$ cat config.mk
export PLATFORM = sky130hd
export DESIGN_NAME = ball_renderer_flat
export DESIGN_NICKNAME = d
export VERILOG_FILES = /design/src/rtl/ball_pkg.sv /design/src/rtl/ball_renderer_if.sv /design/src/rtl/bar_pixel_addr.sv /design/src/rtl/ball_renderer.sv /design/src/flat_wrapper.sv
export SDC_FILE = /design/constraint.sdc
export NUM_CORES = 1
export LEC_CHECK = 0
export CORE_MARGIN = 2
export CORE_UTILIZATION = 25
export CTS_BUF_LIST = sky130_fd_sc_hd__clkbuf_4 sky130_fd_sc_hd__clkbuf_8
export DETAILED_ROUTE_END_ITERATION = 8
export HOLD_SLACK_MARGIN = 0.1
export PLACE_DENSITY = 0.43
export SLEW_MARGIN = 20
export SYNTH_ARGS = -nofsm -noshare
export SYNTH_HDL_FRONTEND = slang
export SYNTH_SLANG_ARGS = --single-unit
$ cat constraint.sdc
create_clock -name clock -period 5 [get_ports clock]
set_input_delay 1.25 -clock clock [delete_from_list [all_inputs] [get_ports clock]]
set_output_delay 1.25 -clock clock [all_outputs]
set_load 0.02 [all_outputs]
$ cat src/rtl/ball_pkg.sv
// rtl/ball_pkg.sv - shared constants, bar descriptor layout and FSM states for the ball renderer (TARGET_DRAW_EN adds the target state)
package ball_pkg;

    localparam int SCREEN_W = 160;
    localparam int SCREEN_H = 120;

    localparam int BAR_LEN = 3;
    localparam int BAR_W   = 16;

    // Bar descriptor layout
    localparam int BAR_VERT_BIT = 0;
    localparam int BAR_X_LSB    = 1;
    localparam int BAR_X_MSB    = 8;
    localparam int BAR_Y_LSB    = 9;
    localparam int BAR_Y_MSB    = 15;

    localparam logic [7:0] TARGET_X  = 8'd60;
    localparam logic [6:0] TARGET_Y0 = 7'd58;
    localparam logic [6:0] TARGET_Y1 = 7'd62;

    localparam logic [2:0] COLOUR_BG     = 3'b000;
    localparam logic [2:0] COLOUR_BAR    = 3'b111;
    localparam logic [2:0] COLOUR_BALL   = 3'b100;
    localparam logic [2:0] COLOUR_TARGET = 3'b010;

    typedef enum logic [2:0] {
        ST_IDLE,
        ST_ERASE,
        ST_BARS,
        ST_BALL,
`ifdef TARGET_DRAW_EN
        ST_TARGET,
`endif
        ST_DONE
    } state_t;

    // Coordinates carry one extra bit so +seg overflow is seen, not wrapped
    function automatic logic on_screen(input logic [8:0] x, input logic [7:0] y);
        return (x < 9'(SCREEN_W)) && (y < 8'(SCREEN_H));
    endfunction

endpackage

$ cat src/rtl/ball_renderer_if.sv
// rtl/ball_renderer_if.sv - engine-side inputs and VGA plot-port outputs of the ball renderer
interface ball_renderer_if #(
    parameter int BAR_COUNT = 5
);
    logic                    frame_tick;
    logic                    draw;
    logic [7:0]              xpos;
    logic [7:0]              ypos;
    logic [16*BAR_COUNT-1:0] bars;
    logic [7:0]              vga_x;
    logic [6:0]              vga_y;
    logic [2:0]              vga_colour;
    logic                    vga_plot;
    logic                    busy;
    logic                    done;

    // Engine / frame source side
    modport master (
        output frame_tick, draw, xpos, ypos, bars,
        input  vga_x, vga_y, vga_colour, vga_plot, busy, done
    );

    // Renderer side
    modport slave (
        input  frame_tick, draw, xpos, ypos, bars,
        output vga_x, vga_y, vga_colour, vga_plot, busy, done
    );
endinterface

$ cat src/rtl/bar_pixel_addr.sv
// rtl/bar_pixel_addr.sv - pixel address of one segment of a bar descriptor, with on-screen flag
module bar_pixel_addr
    import ball_pkg::*;
(
    input  logic [BAR_W-1:0] desc_i,
    input  logic [1:0]       seg_i,
    output logic [7:0]       x_o,
    output logic [6:0]       y_o,
    output logic             on_screen_o
);
    logic [8:0] x_full;
    logic [7:0] y_full;

    // Step along the bar's axis; the other axis stays at the origin
    always_comb begin
        x_full = {1'b0, desc_i[BAR_X_MSB:BAR_X_LSB]};
        y_full = {1'b0, desc_i[BAR_Y_MSB:BAR_Y_LSB]};
        if (desc_i[BAR_VERT_BIT]) begin
            y_full = y_full + {6'd0, seg_i};
        end else begin
            x_full = x_full + {7'd0, seg_i};
        end
        on_screen_o = on_screen(x_full, y_full);
        x_o         = x_full[7:0];
        y_o         = y_full[6:0];
    end
endmodule

$ cat src/rtl/ball_renderer.sv
// rtl/ball_renderer.sv - per-frame erase/bars/ball pixel serialiser for the VGA plot port (TARGET_DRAW_EN adds target drawing)
module ball_renderer
    import ball_pkg::*;
#(
    parameter int         BAR_COUNT     = 5,
    parameter logic [2:0] BG_COLOUR     = COLOUR_BG,
    parameter logic [2:0] BAR_COLOUR    = COLOUR_BAR,
    parameter logic [2:0] BALL_COLOUR   = COLOUR_BALL,
    parameter logic [2:0] TARGET_COLOUR = COLOUR_TARGET
) (
    input  logic            clock,
    input  logic            reset,
    ball_renderer_if.slave  bus
);
    localparam int IDX_W = (BAR_COUNT > 1) ? $clog2(BAR_COUNT) : 1;
    localparam logic [1:0] SEG_LAST = 2'(BAR_LEN - 1);

    state_t state_q, state_d;

    logic [IDX_W-1:0] bar_idx_q, bar_idx_d;
    logic [1:0]       seg_q, seg_d;
`ifdef TARGET_DRAW_EN
    logic [2:0]       tgt_q, tgt_d;
`endif

    // Frame snapshot and last drawn ball position
    logic                     sh_draw_q;
    logic [7:0]               sh_x_q;
    logic [6:0]               sh_y_q;
    logic [BAR_W*BAR_COUNT-1:0] sh_bars_q;
    logic                     old_valid_q;
    logic [7:0]               old_x_q;
    logic [6:0]               old_y_q;

    logic [7:0] vga_x_q, vga_x_d;
    logic [6:0] vga_y_q, vga_y_d;
    logic [2:0] vga_colour_q, vga_colour_d;
    logic       vga_plot_q, vga_plot_d;
    logic       busy_q, busy_d;
    logic       done_q, done_d;

    logic [BAR_W-1:0] bar_arr [BAR_COUNT];
    logic [7:0]       bar_x;
    logic [6:0]       bar_y;
    logic             bar_on;
    logic             last_bar_pix;

    // Split the shadow bar bus into descriptors for indexing by bar_idx
    always_comb begin
        for (int i = 0; i < BAR_COUNT; i++) begin
            bar_arr[i] = sh_bars_q[i*BAR_W +: BAR_W];
        end
    end

    bar_pixel_addr u_bar_pixel_addr (
        .desc_i      (bar_arr[bar_idx_q]),
        .seg_i       (seg_q),
        .x_o         (bar_x),
        .y_o         (bar_y),
        .on_screen_o (bar_on)
    );

    assign last_bar_pix = (bar_idx_q == IDX_W'(BAR_COUNT - 1)) && (seg_q == SEG_LAST);

    // State register
    always_ff @(posedge clock) begin
        if (reset) begin
            state_q <= ST_IDLE;
        end else begin
            state_q <= state_d;
        end
    end

    // Next-state logic; ticks outside IDLE are dropped
    always_comb begin
        state_d = state_q;
        case (state_q)
            ST_IDLE:  if (bus.frame_tick) state_d = ST_ERASE;
            ST_ERASE: state_d = ST_BARS;
            ST_BARS:  if (last_bar_pix) state_d = ST_BALL;
`ifdef TARGET_DRAW_EN
            ST_BALL:   state_d = ST_TARGET;
            ST_TARGET: if (tgt_q == 3'(TARGET_Y1 - TARGET_Y0)) state_d = ST_DONE;
`else
            ST_BALL:  state_d = ST_DONE;
`endif
            ST_DONE:  state_d = ST_IDLE;
            default:  state_d = ST_IDLE;
        endcase
    end

    // Pixel, strobe and counter next values for the current state
    always_comb begin
        vga_plot_d   = 1'b0;
        vga_x_d      = vga_x_q;
        vga_y_d      = vga_y_q;
        vga_colour_d = vga_colour_q;
        busy_d       = (state_q != ST_IDLE);
        done_d       = 1'b0;
        bar_idx_d    = '0;
        seg_d        = '0;
`ifdef TARGET_DRAW_EN
        tgt_d        = '0;
`endif
        case (state_q)
            ST_ERASE: begin
                if (old_valid_q && on_screen({1'b0, old_x_q}, {1'b0, old_y_q})) begin
                    vga_plot_d   = 1'b1;
                    vga_x_d      = old_x_q;
                    vga_y_d      = old_y_q;
                    vga_colour_d = BG_COLOUR;
                end
            end
            ST_BARS: begin
                if (seg_q == SEG_LAST) begin
                    seg_d     = '0;
                    bar_idx_d = bar_idx_q + 1'b1;
                end else begin
                    seg_d     = seg_q + 1'b1;
                    bar_idx_d = bar_idx_q;
                end
                if (bar_on) begin
                    vga_plot_d   = 1'b1;
                    vga_x_d      = bar_x;
                    vga_y_d      = bar_y;
                    vga_colour_d = BAR_COLOUR;
                end
            end
            ST_BALL: begin
                if (sh_draw_q && on_screen({1'b0, sh_x_q}, {1'b0, sh_y_q})) begin
                    vga_plot_d   = 1'b1;
                    vga_x_d      = sh_x_q;
                    vga_y_d      = sh_y_q;
                    vga_colour_d = BALL_COLOUR;
                end
            end
`ifdef TARGET_DRAW_EN
            ST_TARGET: begin
                tgt_d        = tgt_q + 1'b1;
                vga_plot_d   = 1'b1;
                vga_x_d      = TARGET_X;
                vga_y_d      = TARGET_Y0 + {4'd0, tgt_q};
                vga_colour_d = TARGET_COLOUR;
            end
`endif
            ST_DONE: done_d = 1'b1;
            default: ;
        endcase
    end

`ifndef TARGET_DRAW_EN
    logic unused_bits;
    assign unused_bits = ^{bus.ypos[7], TARGET_COLOUR};
`else
    logic unused_bits;
    assign unused_bits = bus.ypos[7];
`endif

    // Pass counters
    always_ff @(posedge clock) begin
        if (reset) begin
            bar_idx_q <= '0;
            seg_q     <= '0;
`ifdef TARGET_DRAW_EN
            tgt_q     <= '0;
`endif
        end else begin
            bar_idx_q <= bar_idx_d;
            seg_q     <= seg_d;
`ifdef TARGET_DRAW_EN
            tgt_q     <= tgt_d;
`endif
        end
    end

    // Snapshot inputs on an accepted tick; remember where the ball was drawn
    always_ff @(posedge clock) begin
        if (reset) begin
            sh_draw_q   <= 1'b0;
            sh_x_q      <= '0;
            sh_y_q      <= '0;
            sh_bars_q   <= '0;
            old_valid_q <= 1'b0;
            old_x_q     <= '0;
            old_y_q     <= '0;
        end else begin
            if (state_q == ST_IDLE && bus.frame_tick) begin
                sh_draw_q <= bus.draw;
                sh_x_q    <= bus.xpos;
                sh_y_q    <= bus.ypos[6:0];
                sh_bars_q <= bus.bars;
            end
            if (state_q == ST_BALL) begin
                old_valid_q <= sh_draw_q;
                if (sh_draw_q) begin
                    old_x_q <= sh_x_q;
                    old_y_q <= sh_y_q;
                end
            end
        end
    end

    // Registered outputs
    always_ff @(posedge clock) begin
        if (reset) begin
            vga_x_q      <= '0;
            vga_y_q      <= '0;
            vga_colour_q <= '0;
            vga_plot_q   <= 1'b0;
            busy_q       <= 1'b0;
            done_q       <= 1'b0;
        end else begin
            vga_x_q      <= vga_x_d;
            vga_y_q      <= vga_y_d;
            vga_colour_q <= vga_colour_d;
            vga_plot_q   <= vga_plot_d;
            busy_q       <= busy_d;
            done_q       <= done_d;
        end
    end

    assign bus.vga_x      = vga_x_q;
    assign bus.vga_y      = vga_y_q;
    assign bus.vga_colour = vga_colour_q;
    assign bus.vga_plot   = vga_plot_q;
    assign bus.busy       = busy_q;
    assign bus.done       = done_q;

endmodule
$ cat src/flat_wrapper.sv
// flat-port wrapper written by rule: the top's interface ports become plain ports
module ball_renderer_flat import ball_pkg::*;
#(
    parameter int         BAR_COUNT     = 5,
    parameter logic [2:0] BG_COLOUR     = COLOUR_BG,
    parameter logic [2:0] BAR_COLOUR    = COLOUR_BAR,
    parameter logic [2:0] BALL_COLOUR   = COLOUR_BALL,
    parameter logic [2:0] TARGET_COLOUR = COLOUR_TARGET
)
  (clock, reset, bus_frame_tick, bus_draw, bus_xpos, bus_ypos, bus_bars, bus_vga_x, bus_vga_y, bus_vga_colour, bus_vga_plot, bus_busy, bus_done);
  ball_renderer_if #(.BAR_COUNT(BAR_COUNT)) bus_i ();
  input  logic clock;
  input  logic reset;
  input wire logic [$bits(bus_i.frame_tick)-1:0] bus_frame_tick;
  input wire logic [$bits(bus_i.draw)-1:0] bus_draw;
  input wire logic [$bits(bus_i.xpos)-1:0] bus_xpos;
  input wire logic [$bits(bus_i.ypos)-1:0] bus_ypos;
  input wire logic [$bits(bus_i.bars)-1:0] bus_bars;
  output wire logic [$bits(bus_i.vga_x)-1:0] bus_vga_x;
  output wire logic [$bits(bus_i.vga_y)-1:0] bus_vga_y;
  output wire logic [$bits(bus_i.vga_colour)-1:0] bus_vga_colour;
  output wire logic [$bits(bus_i.vga_plot)-1:0] bus_vga_plot;
  output wire logic [$bits(bus_i.busy)-1:0] bus_busy;
  output wire logic [$bits(bus_i.done)-1:0] bus_done;
  assign bus_i.frame_tick = bus_frame_tick;
  assign bus_i.draw = bus_draw;
  assign bus_i.xpos = bus_xpos;
  assign bus_i.ypos = bus_ypos;
  assign bus_i.bars = bus_bars;
  assign bus_vga_x = bus_i.vga_x;
  assign bus_vga_y = bus_i.vga_y;
  assign bus_vga_colour = bus_i.vga_colour;
  assign bus_vga_plot = bus_i.vga_plot;
  assign bus_busy = bus_i.busy;
  assign bus_done = bus_i.done;
  ball_renderer #(.BAR_COUNT(BAR_COUNT), .BG_COLOUR(BG_COLOUR), .BAR_COLOUR(BAR_COLOUR), .BALL_COLOUR(BALL_COLOUR), .TARGET_COLOUR(TARGET_COLOUR)) u_core (.clock(clock), .reset(reset), .bus(bus_i));
endmodule
==> results.yml <==
synth:
  post-synth-top-count-cell: "sky130_fd_sc_hd__nand2_1"
  synth-seq-cells: 140
  synth.net_count: 955
  post_synth_instance_area_um2: 6660
  synthDistinctLibCells: 62
  dominant_synthesized_flop_cell: "sky130_fd_sc_hd__dfxtp_1"
  number_of_synthesized_flops_with_an_enable_pin: 0
  post_synth_most_frequent_cells: "253 x sky130_fd_sc_hd__nand2_1, 140 x sky130_fd_sc_hd__dfxtp_1, 130 x sky130_fd_sc_hd__a21oi_1, 44 x sky130_fd_sc_hd__clkbuf_1, 32 x sky130_fd_sc_hd__mux2i_1"
  synth_async_sr_flop_share_pct: 0
  synth.yosys.seq_area_share_pct: 42.1
  syn_inst: 846
  yosys_warnings: 0
  post_synth_main_area_contributors: "sky130_fd_sc_hd__dfxtp_1 42%, sky130_fd_sc_hd__nand2_1 14%, sky130_fd_sc_hd__a21oi_1 9.8%"
  syn_avg_cell_area_um2: 7.87
  synth_area_leader_cell: "sky130_fd_sc_hd__dfxtp_1"
  synth_largest_type_area_fraction_pct: 42.1
global_routing:
  grt_util_all_layers_pct: 14.8
  grt.overflow.total: 0
  first_global_vias: 5658
  antenna_found_initial: 0
  grt_pass1_wl_mm: 31.9
  grt_start_max_net_pins: 97
floorplan:
  rows: 59
  die_area_um2: 27900
  die_h_um: 167
  initial_utilization_pct: 25.5
  floorplan.die.width_um: 167
  num_io_pins: 121
  core_area_um2: 26100
place:
  buffer_ports.inserted: 119
  post_dp_hpwl_mm: 15.0
  number_of_placed_instances_with_taps_included: 1248
  gp_routability_congestion: 0.850
timing:
  slew_headroom_pct: 45.0
  max_freq_mhz: 237
  tightest_slew_ns: 0.825
  post-route-min-period_ns: 4.21
  worst_clock_skew_ns: 0.0116
  crit_share_post_route_pct: 84.2
  maxSlewViolCount: 0
  rsz0062_at_grt: "no"
  report.final.setup_viol: 0
  timing_hold_violations_final: 0
  sum_of_negative_setup_slack_ns: 0
outcome:
  failed_checks: "design-rule violations"
  run_status: "finished with violations"
drt:
  routed-via-count: 5951
  dr.first_iter.drc_count: 397
  wl_per_cell_um: 16.2
  via_per_inst: 4.65
  number_of_remaining_drc_errors: 5
  final_antenna_net_count: 0
  detailedRoute.firstPassIterationCount: 6
  totalWireLength_mm: 20.8
power:
  netSwitchingPower_w: 0.000720
  power_switching_share_pct: 28.8
  p_comb_share_pct: 15.8
  power.ir.vdd_worst_uv: 110
  share_seq_of_total_power_pct: 49.0
  leakagePower_nw: 2.92
  power.total_w: 0.00250
  power_frac_clock_pct: 35.2
  power_per_cell_area_nw_per_um2: 295
  cell_internal_pwr_w: 0.00178
critical_path:
  ff2ff_path_depth: 13
  rr_startpoint: "u_core.bar_idx_q[2]"
  critPathMaxStageDelay_ns: 0.72
  rr_endpoint: "u_core.bus.vga_x[6]"
  worst-endpoint-required_ns: 5.34
  cp.buffers_inverters: 2
  critical-path-slowest-cell: "sky130_fd_sc_hd__a21o_1"
  path_max_fanout: 22
  criticalPathCategory: "reg -> reg"
  worstSetupEndpointType: "register"
  worst-endpoint-arrival_ns: 4.55
  regToRegSetupSlack_ns: 0.79
  critical-path-top-delay-family: "compound AO/OA/AOI/OAI gates"
  critPathLaunchType: "register"
  timing.critical_path.cells: "buf_4, mux2i_1, nor2_1, a21oi_1, o22ai_1, ha_1, inv_1, fa_1, o41ai_1, a221oi_2, o211ai_1, a21o_1, mux2_2"
final_layout:
  fin_util_pct: 32.4
  fin_cells: 1279
  multi_input_area_um2: 3520
  fill_cells: 2850
  drive_above_1_share_pct: 8.26
  antenna_cells_inserted: 0
  layout.nets: 1041
  area_growth_synth_to_finish_pct: 27.3
  sequential_cell_area_um2: 2800
cts:
  ctsRootBufferMaster: "sky130_fd_sc_hd__clkbuf_8"
  cts_hold_repair.buffers: 0
  cts_resized: 0
  cts.reportedPaths.clkPinSlew_ns: 0.08
  max-clock-path-buffers: 2
  cts_sinks: 140
  worstSkewPairLatency_ns: 0.45
  numCtsBuffers: 17
  cts_max_level: 4
  cts_setup_buffers: 0
  cts_tree: "built"
job:
  max_cap_viol_count: 0
hold_path:
  hp-class: "reg -> reg"
  timing.hold.worst_path_depth: 2
  hold-path-endpoint: "u_core.old_x_q[4]"
  worstHoldStart: "u_core.old_x_q[4]"
logic make-up after synthesis:
kind of cell | count (synthesis) | share of synthesized area (%)
DFF | 140 | 42.1
and+or+nand+nor | 353 | 22.9
muxes | 53 | 8.54
AOI/OAI and AO/OA | 204 | 18.3
xor gates and xnor gates | 9 | 1.18
adders and majority gates | 9 | 1.92
buffers and inverters | 78 | 5.08
stage by stage:
step           hold WS [ns]  setup slack [ns]  cell area, um2
6_report              0.454             0.789            8470
3_3_place_gp          0.439             0.837            8100
4_1_cts               0.454             0.794            8470
3_5_place_dp          0.444             0.795            8100
2_1_floorplan         0.432              1.06            6660
5_1_grt               0.472             0.441            8470
sequential cells by signal, summed over array words and instances, names as in the netlist, 3 cells and up:
name	count
u_core.bar_idx_q	3
u_core.bus.vga_x	8
u_core.sh_y_q	7
u_core.sh_bars_q	80
u_core.bus.vga_y	7
u_core.sh_x_q	8
u_core.old_y_q	7
u_core.state_q	3
u_core.old_x_q	8
worst reg2reg max path: cells and delay by family (launching register included):
kind	cells	cell delay [ns]
buffers and inverters	2	0.37
AO/OA/AOI/OAI	6	1.96
flip-flops	1	0.36
AND/OR/NAND/NOR	1	0.10
adder cells (fa/ha/maj)	2	0.74
multiplexers	2	0.58
cell usage in the layout (no fill, tap or decap), types with 3 or more instances in the layout:
cell                              instances
sky130_fd_sc_hd__clkdlybuf4s50_1        118
sky130_fd_sc_hd__o211ai_1                12
sky130_fd_sc_hd__ha_1                     7
sky130_fd_sc_hd__nor4b_1                  3
sky130_fd_sc_hd__clkinvlp_4               4
sky130_fd_sc_hd__clkinv_2                 3
sky130_fd_sc_hd__o311ai_0                 3
sky130_fd_sc_hd__a21o_1                   5
sky130_fd_sc_hd__nand4_1                  4
sky130_fd_sc_hd__o21ai_0                 15
sky130_fd_sc_hd__mux2_2                  18
sky130_fd_sc_hd__nor2_1                  27
sky130_fd_sc_hd__nor4_1                   3
sky130_fd_sc_hd__a21oi_1                130
sky130_fd_sc_hd__nor2b_1                 14
sky130_fd_sc_hd__nand3b_1                 4
sky130_fd_sc_hd__mux2_4                   3
sky130_fd_sc_hd__and3_1                   5
sky130_fd_sc_hd__nand2b_1                 7
sky130_fd_sc_hd__nand2_1                252
sky130_fd_sc_hd__a31oi_1                  6
sky130_fd_sc_hd__clkbuf_8                19
sky130_fd_sc_hd__o22ai_1                  4
sky130_fd_sc_hd__inv_1                    9
sky130_fd_sc_hd__clkinv_1                 3
sky130_fd_sc_hd__nand3_1                  7
sky130_fd_sc_hd__mux2i_1                 32
sky130_fd_sc_hd__dfxtp_1                140
sky130_fd_sc_hd__buf_4                   13
sky130_fd_sc_hd__o2bb2ai_1                5
sky130_fd_sc_hd__nor3_1                  14
sky130_fd_sc_hd__xnor2_1                  7
power groups by stage:
stage	sequential (W)	clock, W	combinational (W)
2_1_floorplan	0.00124	0	0.000231
3_5_place_dp	0.00125	0	0.000401
5_1_grt	0.00123	0.000959	0.000440
4_1_cts	0.00123	0.000911	0.000404
6_report	0.00123	0.000881	0.000395
3_3_place_gp	0.00125	0	0.000402
worst max path at each step:
stage	start	to	slack, ns	cells after the start
after global routing	u_core.bar_idx_q[2]	u_core.bus.vga_x[4]	0.44	15
after floorplan	u_core.bar_idx_q[0]	u_core.bus.vga_x[1]	1.06	18
after global placement	u_core.bar_idx_q[2]	u_core.bus.vga_y[2]	0.84	13
after detailed placement	u_core.bar_idx_q[0]	u_core.bus.vga_x[7]	0.79	11
final	u_core.bar_idx_q[2]	u_core.bus.vga_x[6]	0.79	13
after CTS	u_core.bar_idx_q[0]	u_core.bus.vga_y[5]	0.79	11
layout make-up:
type                    count  share of cell area [%]
multi-input cells         628                    41.5
inverters                  12                   0.532
repair buffers            133                    15.6
clock buffers              21                    3.26
well taps                 335                    4.95
flip-flops and latches    140                    33.1
clock inverters            10                    1.09
layer usage:
layer | vias to the layer above | GRT usage (%) | wire length (um)
li1 | 3054 | - | -
met1 | 2757 | 20.3 | 10000
met2 | 133 | 23.8 | 9740
met3 | 7 | 3.00 | 831
met4 | 0 | 3.44 | 176
met5 | - | 0 | 0
Power figures use the tool's default switching activity.
==> variant 1 (same settings) <==
Build with the macro `TARGET_DRAW_EN` defined.
--- a/src/rtl/ball_pkg.sv
+++ b/src/rtl/ball_pkg.sv
@@ -1,3 +1,5 @@
 // rtl/ball_pkg.sv - shared constants, bar descriptor layout and FSM states for the ball renderer (TARGET_DRAW_EN adds the target state)
+`define TARGET_DRAW_EN
+
 package ball_pkg;
 
Check against the original RTL: same outputs for any inputs over 10 cycles, from zero or initial values and one cycle with reset high; that may be too few to reach the edited logic, so the function may still have changed.
==> variant 1 against the original RTL <==
- power rose by 13%
- cell area rose by 4.7%
- synthesized area rose by 4.4%
- wire length rose by 7.9%
- sequential cell count rose by 4
- synthesized cell count rose by 3.8%
- setup slack improved by 52 ps
- critical path depth did not move
- sequential share of layout area fell by 0.58 points
- fmax rose by 1.3%
- clock skew rose by 6.3 ps
- sequential power rose by 3%
- core utilization fell by 0.23 points
- final cell count rose by 5.9%
- largest power group unchanged
==> variant 1: results (changes against the original RTL) <==
Worst Path Max Fanout 18 (was 22); Met1 Wirelength 10500 µm (was 10000 µm); leakage power 0.00308 µW (was 0.00292 µW); Hold Path Stages 2 (unchanged); Gates resized, CTS repair 0 (unchanged); largest net degree at the start of global routing 78 (was 97); antenna violations before repair 0 (unchanged); first-pass GRT wire length 34400 µm (was 31900 µm); Hold Path Class reg2reg (unchanged); max layer used met4 (unchanged); Routability Congestion 0.815 (was 0.850); terminus of the critical flop-to-flop path u_core.bus.vga_x[7] (was u_core.bus.vga_x[6]); status finished, final reports clean (was complete, but fails checks); max incr delay on CP 560 ps (was 720 ps); met3 WL 894 µm (was 831 µm); # Post-CTS Setup Buffers 0 (unchanged); Overall Global Routing Usage 15.6% (was 14.8%); clk_lat worst skew 460 ps; worst hold path startpoint u_core.sh_bars_q[67] (was u_core.old_x_q[4]); vias in the first global route 5954 (was 5658); Unique masters post-synth 72 (was 62); post-place setup slack 873 ps (was 795 ps); slowest CP cell o41a_1 (was a21o_1); port bufs 119 (unchanged); Hold Path Sink u_core.sh_bars_q[67] (was u_core.old_x_q[4]); Yosys warnings 0 (unchanged); Synthesized Nets 990 (was 955); Seq/Total Area, Yosys 41.5% (was 42.1%); Layout Nets 1075 (was 1041); drt wl/cell 16.5 µm (was 16.2 µm); Pre-Repair DR Iteration Count 5 (was 6); drt via density 4.59 (was 4.65); CTS max path bufs 2 (unchanged); Top Family by Delay on Critical Path compound AO/OA/AOI/OAI gates (unchanged); Antenna Cells 0 (unchanged); dominant cells by area after synthesis dfxtp_1, nand2_1, a21oi_1, mux2i_1, clkbuf_1 (was dfxtp_1, nand2_1, a21oi_1, mux2i_1, mux2_2); CTS root buf clkbuf_8 (unchanged); start point of the critical path u_core.bar_idx_q[2] (unchanged); proportion of layout cells with a drive suffix above 1 6.76% (was 8.26%); Post-DP Area 8410 µm² (was 8100 µm²); Main synth FF type dfxtp_1 (unchanged); H-Tree Depth 4 (unchanged); Post-DP HPWL 16600 µm (was 15000 µm); slew of the pin with the lowest slew margin 993 ps (was 825 ps); clock slew at reported path FFs approximately 90 ps; Most flops, register u_core.sh_bars_q (unchanged); asr flop ratio synth 0% (unchanged); met2 WL 10800 µm (was 9740 µm); CTS buffer count 17 (unchanged); Final Skew 18.0 ps (was 11.6 ps); Synth top cells by count nand2_1, dfxtp_1, a21oi_1, clkbuf_1, mux2i_1 (unchanged); VDD IR max 0.117 mV (was 0.110 mV); DRT iter0 DRCs 368 (was 397); Fillers 2997 (was 2850); Worst Reg2Reg Path Length in Cells 13 (unchanged); max reg flops 80 (unchanged); CP arrival 4550 ps (about the same)
[variant 1: per-layer routing]
layer,track usage (%),vias to the layer above
met1,20.6,2880
met5,0,-
li1,-,3196
met4,4.42,0
met2,26.1,135
met3,2.66,9
[variant 1: final cells by class]
class / count / area (µm²) / share of cell area, %
clock inverters: 14 / 216 / 2.44
repair buffers: 132 / 1290 / 14.5
inverters: 15 / 56.3 / 0.635
flip-flops and latches: 144 / 2880 / 32.5
clock buffers: 18 / 241 / 2.72
well taps: 378 / 473 / 5.33
multi-input cells: 653 / 3710 / 41.9
[variant 1: report_power, final]
| group | total [µW] | leakage, µW | internal [µW] | switching [µW] |
|---|---|---|---|---|
| sequential | 1270 | 0.00118 | 1220 | 55.6 |
| combinational | 461 | 0.00167 | 202 | 259 |
| clock | 1090 | 0.000230 | 570 | 518 |
[variant 1: tightest hold or removal path: cells and delay by family, from the launching register on]
kind | cells | cell delay [ps]
AO/OA/AOI/OAI | 1 | 50
AND/OR/NAND/NOR | 1 | 50
flip-flops | 1 | 310
[variant 1: kinds of logic (layout without fill, tap and decap cells)]
logic type,count (synthesis),after routing,share of synthesized area [%]
AND/OR/NAND/NOR,354,354,22.2
AO/OA/AOI/OAI,231,231,20.5
flip-flops,144,144,41.5
buffers and inverters,81,179,5.13
multiplexers,46,46,7.04
adder cells (fa/ha/maj),12,12,2.38
XOR/XNOR,10,10,1.26
[variant 1: worst max path at each step]
stage,endpoint,slack (ps)
2_1_floorplan,u_core.bus.vga_y[1],1510
3_3_place_gp,u_core.bus.vga_x[4],920
3_5_place_dp,u_core.bus.vga_x[7],870
4_1_cts,u_core.bus.vga_x[7],860
5_1_grt,u_core.bus.vga_x[4],490
6_report,u_core.bus.vga_x[7],840
[variant 1: metrics by stage]
step / utilization, % / std cells / power (µW) / hold WS, ps
after floorplan: - / 878 / 1560 / 430
after global placement: 30.5 / 1322 / 1770 / 438
after global routing: 32.2 / 1354 / 2960 / 471
final: 32.2 / 1354 / 2820 / 457
after detailed placement: 30.5 / 1322 / 1770 / 445
after CTS: 32.2 / 1354 / 2860 / 458
==> variant 2 (same flow settings) <==
Without the edit above. Re-encode `state_t` (5 states) as one-hot, 5 bits wide.
--- a/src/rtl/ball_pkg.sv
+++ b/src/rtl/ball_pkg.sv
@@ -24,13 +24,13 @@
     localparam logic [2:0] COLOUR_TARGET = 3'b010;
 
-    typedef enum logic [2:0] {
-        ST_IDLE,
-        ST_ERASE,
-        ST_BARS,
-        ST_BALL,
+    typedef enum logic [4:0] {
+        ST_IDLE  = 5'b00001,
+        ST_ERASE = 5'b00010,
+        ST_BARS  = 5'b00100,
+        ST_BALL  = 5'b01000,
 `ifdef TARGET_DRAW_EN
         ST_TARGET,
 `endif
-        ST_DONE
+        ST_DONE  = 5'b10000
     } state_t;
 
Function: no difference found for any inputs over 10 cycles, from zero or initial values and one cycle with reset high; not proved beyond that.
==> variant 2 against the original RTL <==
- power rose by 3.7%
- sequential cell count up 2
- synthesized area shrank 1.8%
- wire length down 3.5%
- die area decreased by 1.8%
- combinational power down 8.9%
- cell area shrank 1.2%
- largest cell class unchanged
- clock power rose by 12%
- setup slack improved by 320 ps
==> variant 2: results (changes against the original RTL) <==
Gate power share 13.9% (was 15.8%); worst hold slack 457 ps (was 454 ps); clock sink count 142 (was 140); Unique masters post-synth 59 (was 62); Signal buffers 131 (was 133); Synth top cells by count nand2_1, dfxtp_1, a21oi_1, clkbuf_1, mux2i_1 (unchanged); placed instance count 1215 (was 1248); met3 GRT Util 3.08% (was 3.00%); Synth Area per Inst 8.08 µm² (was 7.87 µm²); Post-DP Area 7950 µm² (was 8100 µm²); dominant cells by area after synthesis dfxtp_1, nand2_1, a21oi_1, mux2i_1, clkbuf_1 (was dfxtp_1, nand2_1, a21oi_1, mux2i_1, mux2_2); Synthesized Nets 918 (was 955); post-place setup slack 1120 ps (was 795 ps); area of the multi-input gates 3370 µm² (was 3520 µm²); CLK BUF 18 (was 21); Fillers 2820 (was 2850); first-pass GRT wire length 31400 µm (was 31900 µm); CP arrival 4240 ps (was 4550 ps); Worst Path Max Fanout 17 (was 22); crit path to u_core.bus.vga_y[5] (was u_core.bus.vga_x[6]); Met1 Wirelength 9500 µm (was 10000 µm); met1 usage 19.6% (was 20.3%); Layout Nets 1008 (was 1041); proportion of layout cells with a drive suffix above 1 8.55% (was 8.26%); Final clock-cell share 4.95% (was 4.36%); multi-input logic cell count 595 (was 628); P_clk 986 µW (was 881 µW); Most flops, register u_core.sh_bars_q (unchanged); asr flop ratio synth 0% (unchanged); Overall Global Routing Usage 14.5% (was 14.8%); drt wl/cell 16.1 µm (was 16.2 µm); Internal Pwr Total 1860 µW (was 1780 µW); VDD IR max 0.147 mV (was 0.110 mV); worst hold path startpoint u_core.sh_bars_q[5] (was u_core.old_x_q[4]); Seq/Total Area, Yosys 43.5% (was 42.1%); Yosys warnings 0 (unchanged); met2 WL 9650 µm (was 9740 µm); Synth-to-Final Area Change 28.1% (was 27.3%); leakage power 0.00291 µW (was 0.00292 µW); status finished, final reports clean (was complete, but fails checks); final WL 20000 µm (was 20800 µm); final period demand of the worst path 3890 ps (was 4210 ps); Final Skew 16.9 ps (was 11.6 ps); switch share 28.2% (was 28.8%); GR Util met2 23.9% (was 23.8%); slew of the pin with the lowest slew margin 987 ps (was 825 ps)
[variant 2: changes by cell type after synthesis, moves of 7 or more]
cell | before | now
a222oi_1 | 0 | 11
buf_1 | 10 | 3
o211ai_1 | 12 | 0
nand2_1 | 253 | 237
[variant 2: cells by family (layout without fill, tap and decap cells)]
family	count (synthesis)	after routing	synth area share, %
buffers and inverters	72	175	5.06
adders and majority gates	9	9	1.95
and+or+nand+nor	333	333	21.9
xor gates and xnor gates	9	9	1.21
muxes	51	51	8.52
DFF	142	142	43.5
AOI/OAI and AO/OA	193	193	17.9
[variant 2: worst max-delay path, stage by stage, from the launching register on]
cell      delay, ps
dfxtp_1         570
buf_4           330
mux2i_1         260
nor2_1           70
a21oi_1         270
o22ai_1         220
ha_1            320
a21oi_1         330
a211oi_1        140
o32ai_1         310
a211oi_2        160
a21oi_4         130
buf_4           290
mux2_2          370
